$ cat src/rtl/mult_acc_stage.sv
// Multiply-accumulate stage: registers operand pairs, multiplies them (low N bits)
// and sums the products per in_last-delimited frame, one result per frame.
`timescale 1ns/1ps

module mult #(
  parameter int N = 8
) (
  input  logic [N-1:0] a,
  input  logic [N-1:0] b,
  output logic [N-1:0] p
);

  // Shift-and-add array; every partial product is truncated to N bits, so the
  // sum is the product modulo 2^N.
  always_comb begin
    p = '0;
    for (int i = 0; i < N; i++) begin
      if (b[i]) p = p + (a << i);
    end
  end

endmodule

module mult_acc_stage #(
  parameter int N  = 8,
  parameter int CW = 8
) (
  input  logic          clk,
  input  logic          rst,
  input  logic          in_valid,
  output logic          in_ready,
  input  logic [N-1:0]  in_a,
  input  logic [N-1:0]  in_b,
  input  logic          in_last,
  output logic          out_valid,
  input  logic          out_ready,
  output logic [N-1:0]  out_sum,
  output logic [CW-1:0] out_count
);

  localparam logic [0:0] RES_EMPTY = 1'b0;
  localparam logic [0:0] RES_FULL  = 1'b1;

  logic [0:0]    res_state;
  logic          p1_valid;
  logic          p1_last;
  logic [N-1:0]  p1_a;
  logic [N-1:0]  p1_b;
  logic [N-1:0]  acc;
  logic [CW-1:0] cnt;
  logic [N-1:0]  prod;
  logic [N-1:0]  sum_next;
  logic [CW-1:0] cnt_next;
  logic          advance;
  logic          adv_last;
  logic          in_fire;
  logic          out_fire;

  mult #(.N(N)) u_mult (
    .a (p1_a),
    .b (p1_b),
    .p (prod)
  );

  // Only a last beat can be blocked, and only by an undrained result.
  assign advance   = p1_valid & ~(p1_last & out_valid & ~out_ready);
  assign adv_last  = advance & p1_last;
  assign in_ready  = rst & (~p1_valid | advance);
  assign in_fire   = in_valid & in_ready;
  assign out_valid = (res_state == RES_FULL);
  assign out_fire  = out_valid & out_ready;
  assign sum_next  = acc + prod;
  assign cnt_next  = (cnt == {CW{1'b1}}) ? cnt : cnt + 1'b1;

  always_ff @(posedge clk or negedge rst) begin
    if (!rst) begin
      p1_valid <= 1'b0;
      p1_last  <= 1'b0;
      p1_a     <= '0;
      p1_b     <= '0;
    end else if (in_fire) begin
      p1_valid <= 1'b1;
      p1_last  <= in_last;
      p1_a     <= in_a;
      p1_b     <= in_b;
    end else if (advance) begin
      p1_valid <= 1'b0;
    end
  end

  // A last beat hands its total to the result register and restarts the
  // accumulator in the same edge, so the next frame needs no bubble.
  always_ff @(posedge clk or negedge rst) begin
    if (!rst) begin
      acc       <= '0;
      cnt       <= '0;
      out_sum   <= '0;
      out_count <= '0;
      res_state <= RES_EMPTY;
    end else begin
      if (advance && !p1_last) begin
        acc <= sum_next;
        cnt <= cnt_next;
      end
      if (adv_last) begin
        out_sum   <= sum_next;
        out_count <= cnt_next;
        acc       <= '0;
        cnt       <= '0;
      end
      if (res_state == RES_EMPTY) begin
        if (adv_last) res_state <= RES_FULL;
      end else begin
        if (out_fire && !adv_last) res_state <= RES_EMPTY;
      end
    end
  end

endmodule

$ cat config.mk
export PLATFORM = sky130hd
export DESIGN_NAME = mult_acc_stage
export DESIGN_NICKNAME = d
export VERILOG_FILES = /design/src/rtl/mult_acc_stage.sv
export SDC_FILE = /design/constraint.sdc
export NUM_CORES = 1
export LEC_CHECK = 0
export ABC_CLOCK_PERIOD_IN_PS = 14220
export CELL_PAD_IN_SITES_DETAIL_PLACEMENT = 2
export CELL_PAD_IN_SITES_GLOBAL_PLACEMENT = 2
export CORE_MARGIN = 2
export CORE_UTILIZATION = 30
export CTS_CLUSTER_SIZE = 16
export DETAILED_ROUTE_END_ITERATION = 6
export GPL_TIMING_DRIVEN = 0
export PLACE_DENSITY_LB_ADDON = 0.1
export REMOVE_ABC_BUFFERS = 1
export SYNTH_ARGS = -nofsm -noshare
export SYNTH_HDL_FRONTEND = slang
export SYNTH_HIERARCHICAL = 1
export SYNTH_SLANG_ARGS = --single-unit
$ cat constraint.sdc
create_clock -name clk -period 14.22 [get_ports clk]
set_input_delay 2.844 -clock clk [delete_from_list [all_inputs] [get_ports clk]]
set_output_delay 2.844 -clock clk [all_outputs]
set_load 0.02 [all_outputs]
After elaboration in Yosys (flattened, before gate mapping)
Index checks and enable logic that the tools add are counted.
W data, S select, Z words.
- multiplexer cells: 18
- add/subtract/negate cells: 9
- bitwise operators: 11
- equality and inequality tests: 1
- reductions and logical operators: 6
- operators with widths (operator ; count):
    $mux W8 ; 13
    $add A8 B8 Y8 ; 8
    $add A8 B1 Y8 const B ; 1
    $eq A8 B8 Y1 const B ; 1
    $and A1 B1 Y1 ; 7
    $mux W1 ; 5
    $reduce_bool A2 Y1 ; 2
    $not A1 Y1 ; 3
    $logic_and A1 B1 Y1 ; 2
    $logic_not A1 Y1 ; 2
    $or A1 B1 Y1 ; 1
- input port bits: 21
- register bits: 51

Logic depth before layout (Yosys ltp)
- depth in word-level cells: 18
- depth in mapped cells: 37
- depth with buffers taken out: 36

Cells and area by module
Netlist, hierarchy kept.
- modules (own cells, without submodules) (module ; seq. area each (µm²) ; instances ; area each (µm²) ; cells each):
    mult_acc_stage ; 1276.2 ; 1 ; 2479.9 ; 227
    mult ; 0.0 ; 1 ; 1209.9 ; 158

Worst setup path after synthesis
Ideal clock, no wire load.
- path kind: register -> register
- start: reg p1_a[1]
- end: reg out_sum[7]
- arrival time: 7.504 ns
- clock period less this slack: 7.629 ns
- path slack: 6.591 ns
- required time: 14.095 ns
- path buffers: 1
- stages on the path, launching flop included: 36
- library setup time: 0.125 ns
- cell sequence: dfrtp_1 -> buf_6 -> and2_1 -> ha_1 -> ha_1 -> o21ai_1 -> nand2_1 -> a22o_1 -> a21oi_1 -> mux2_2 -> o21ai_1 -> ha_1 -> o21ai_0 -> nor2_1 -> o21ai_0 -> o21a_1 -> ha_1 -> xnor2_1 -> nand2_1 -> o21ai_0 -> a21oi_1 -> fa_1 -> mux2_2 -> ha_1 -> fa_1 -> mux2_2 -> ha_1 -> xor2_1 -> nand2_1 -> xnor3_1 -> xnor2_1 -> xnor2_1 -> xnor2_1 -> xnor2_1 -> xnor3_1 -> mux2_2
- word-level cells in the longest chain between the ends: 16
- ends and longest elaborated chain (item ; RTL line ; RTL):
    from (decl) ; 47 ; logic [N-1:0] p1_a;
    from (signal assigned) ; 84 ; p1_a <= in_a;
    $mux W8 ; 18 ; if (b[i]) p = p + (a << i);
    $add A8 B8 Y8 ; 18 ;
    $mux W8 ; 18 ;
    $add A8 B8 Y8 ; 18 ;
    $mux W8 ; 18 ;
    $add A8 B8 Y8 ; 18 ;
    $mux W8 ; 18 ;
    $add A8 B8 Y8 ; 18 ;
    $mux W8 ; 18 ;
    $add A8 B8 Y8 ; 18 ;
    $mux W8 ; 18 ;
    $add A8 B8 Y8 ; 18 ;
    $mux W8 (*) ; 18 ;
    $add A8 B8 Y8 ; 18 ;
    $mux W8 (*) ; 18 ;
    named net prod[7] ; 51 ; logic [N-1:0] prod;
    $add A8 B8 Y8 (*) ; 72 ; assign sum_next = acc + prod;
    to (signal assigned) ; 106 ; out_sum <= sum_next;
    to (decl) ; 37 ; output logic [N-1:0] out_sum,
The timed path passes the listed nets; every way through them passes the cells marked *.
A chain may end at the register's enable or synchronous reset.

Worst setup path after layout
Same ends and word-level chain as after synthesis.

==> impl_metrics.yaml <==
synth:
  synth_cell_types: 53
  synth_edf_count: 0
  synth_top_family_by_area: "compound AO/OA/AOI/OAI gates"
  synth-simple-area-share_pct: 14.6
  synthArstFlopShare_pct: 100
  synth_mux_area_share_pct: 10.8
  synth_xor_area_share_pct: 7.39
  yosys_warnings: 6
  syn_area_um2: 3690
  ys_ff_latch: 51
  synth_flop_cell: "dfrtp_1"
  ys_seq_area_share_pct: 34.6
  synthCells: 385
  synth_compound_area_share_pct: 17.2
  yosys.area_share.adder_pct: 11.9
  avgSynthCellArea_um2: 9.58
placement:
  gp_congestion: 0.773
  io_buffers: 38
  place_hpwl_um: 7530
routing:
  final_antenna_net_count: 0
  vias: 2931
  drt_iter0_drc: 94
  totalWireLength_um: 9930
  drc: 0
  wire_per_inst_um: 17.6
  avgViaCountPerCell: 5.20
  drt-pass1-iter-count: 4
setup_path:
  crit_fanout: 16
  crit_family: "adder cells"
  rr_endpoint: "out_sum[7]"
  arrival_ns: 8.97
  crit_buf_inv: 0
  critPathLaunchType: "register"
  slowest_stage: "dfrtp_1"
  critPathRequiredTime_ns: 14.40
  reg2reg_slack_ns: 5.43
  crit_type: "register to register"
  worstSetupEndpointType: "register"
  critPathMaxStageDelay_ns: 0.67
  cpMostUsedCell: "ha_1"
  r2r_cells: 34
  r2r-start: "p1_a[1]"
sta:
  timing.slew.headroom_pct: 24.5
  fin_crit_ns: 8.79
  worst_pin_slew_ns: 1.13
  fin_crit_sh_pct: 61.8
  setup-tns-final_ns: 0
  max_freq_mhz: 114
  finalSetupViolations: 0
  hold_ws_ns: 0.483
  grt_setup_unrepaired: "false"
  finalHoldViolations: 0
  maxSlewViolCount: 0
  fin_worst_skew_ns: 0.00542
floorplan:
  ioPinCount: 39
  num_rows: 40
  die-area_um2: 13200
  start_util_pct: 30.7
  die_x_um: 115
  die_h_um: 115
  core-area_um2: 12000
worst_hold_path:
  worstHoldStart: "out_sum[6]"
  hold_path.class: "register to register"
  min_to: "out_sum[6]"
  whs_path_depth: 2
layout:
  areaGrowthSynthToFinish_pct: 17.6
  layout.cells.most_common: "nand2_1"
  drive_gt1_share_pct: 12.2
  fill_cells: 1328
  num-nets-final: 471
  final_cell_mix: "59 x nand2_1, 51 x dfrtp_1, 37 x clkdlybuf4s50_1"
  n_antenna_cell: 0
outcome:
  status: "finished, final reports clean"
global_routing:
  antenna_found_initial: 0
  grt_pass1_vias: 3411
  grt_pass1_wl_um: 17300
  overflow: 0
  grt.total_usage_pct: 16.7
  grt_start_max_net_pins: 36
clock_network:
  cts.sinks: 51
  clk_path_buf_depth: 2
  cts-buffers-inserted: 5
  cts_tree: "built"
  root_buffer: "clkbuf_16"
  cts.clk_slew.worst_paths_ns: 0.07
  post_cts_resized: 0
  clock_latency_ns: 0.29
  post-cts-setup-buffers: 0
  cts_max_level: 2
  hold_buffers: 0
job:
  maxCapViolations: 0
power:
  cellLeakagePower_uw: 0.00194
  power_density_nw_per_um2: 207
  ir_worst_vdd_mv: 0.0746
stage by stage:
stage / total power (µW) / std cells / util [%] / setup WS (ns) / area [µm²]
4_1_cts: 917 / 564 / 36.1 / 5.29 / 4340
3_5_place_dp: 793 / 558 / 35.0 / 5.34 / 4210
2_1_floorplan: 624 / 371 / - / 6.57 / 3610
5_1_grt: 986 / 564 / 36.1 / 4.74 / 4340
6_report: 900 / 564 / 36.1 / 5.43 / 4340
3_3_place_gp: 765 / 556 / 34.8 / 5.17 / 4180
sequential cells by signal, indices dropped and copies added (netlist names), 8 cells and up:
signal     cells
p1_a           8
out_count      8
out_sum        8
acc            8
p1_b           8
cnt            8
power by group:
group          leakage [µW]  switching (µW)  internal, µW
combinational       0.00124             284           272
clock             0.0000628            52.7          63.5
sequential         0.000640            44.7           183
synthesized netlist by cell type, drive strengths merged (2+ instances only):
master	instances	area share [%]
nand2	60	6.3
dfrtp	51	35
o21ai	41	6.0
mux2	30	9.2
ha	27	9.2
a21oi	22	3.1
nor2	16	1.6
xnor2	15	3.6
inv	14	1.4
xor2	11	2.6
and2	8	1.4
clkbuf	8	0.81
nand3	8	1.1
a21o	7	1.4
buf	6	1.3
mux2i	6	1.6
fa	5	2.7
o211ai	5	1.0
a211oi	4	0.95
a221o	3	0.81
and3	3	0.54
nand2b	3	0.51
nand3b	3	0.61
o31ai	3	0.61
nand4	2	0.75
nor2b	2	0.34
nor4	2	0.34
o21a	2	0.41
o31a	2	0.47
xnor3	2	1.2
layout make-up:
type / count / area (µm²) / share of cell area, %
tap: 147 / 184 / 4.24
inverter: 14 / 52.6 / 1.21
timing repair buffer: 40 / 410 / 9.46
sequential: 51 / 1280 / 29.4
clock buffer: 6 / 129 / 2.97
multi-input combinational: 306 / 2290 / 52.7
worst reg2reg max path, delay by kind of cell, from the launching register on:
| kind | cells | cell delay (ns) |
|---|---|---|
| xor gates and xnor gates | 8 | 2.01 |
| adders and majority gates | 8 | 2.45 |
| AOI/OAI and AO/OA | 9 | 1.69 |
| muxes | 4 | 1.22 |
| and+or+nand+nor | 5 | 0.64 |
| DFF | 1 | 0.67 |
logic make-up after synthesis:
| group | after synthesis |
|---|---|
| AO/OA/AOI/OAI | 98 |
| XOR/XNOR | 28 |
| adder cells (fa/ha/maj) | 32 |
| buffers and inverters | 28 |
| flip-flops | 51 |
| multiplexers | 36 |
| AND/OR/NAND/NOR | 112 |
worst max path at each step:
stage	from	to	slack (ns)	cells after the start
after floorplan	p1_a[1]	out_sum[7]	6.57	30
after global placement	rst	in_ready	5.17	3
after detailed placement	p1_a[1]	out_sum[7]	5.34	34
after CTS	p1_a[1]	out_sum[7]	5.29	34
after global routing	p1_a[1]	out_sum[7]	4.74	34
final	p1_a[1]	out_sum[7]	5.43	34
layer usage:
layer  global-route usage, %  up-vias  wire length [µm]
met5                       0        -                 0
met4                    4.42        0               133
met3                    2.48        8               252
met2                    31.4       19              5310
met1                    19.7     1487              4240
li1                        -     1417                 -
(Power assumes the default switching activity.)
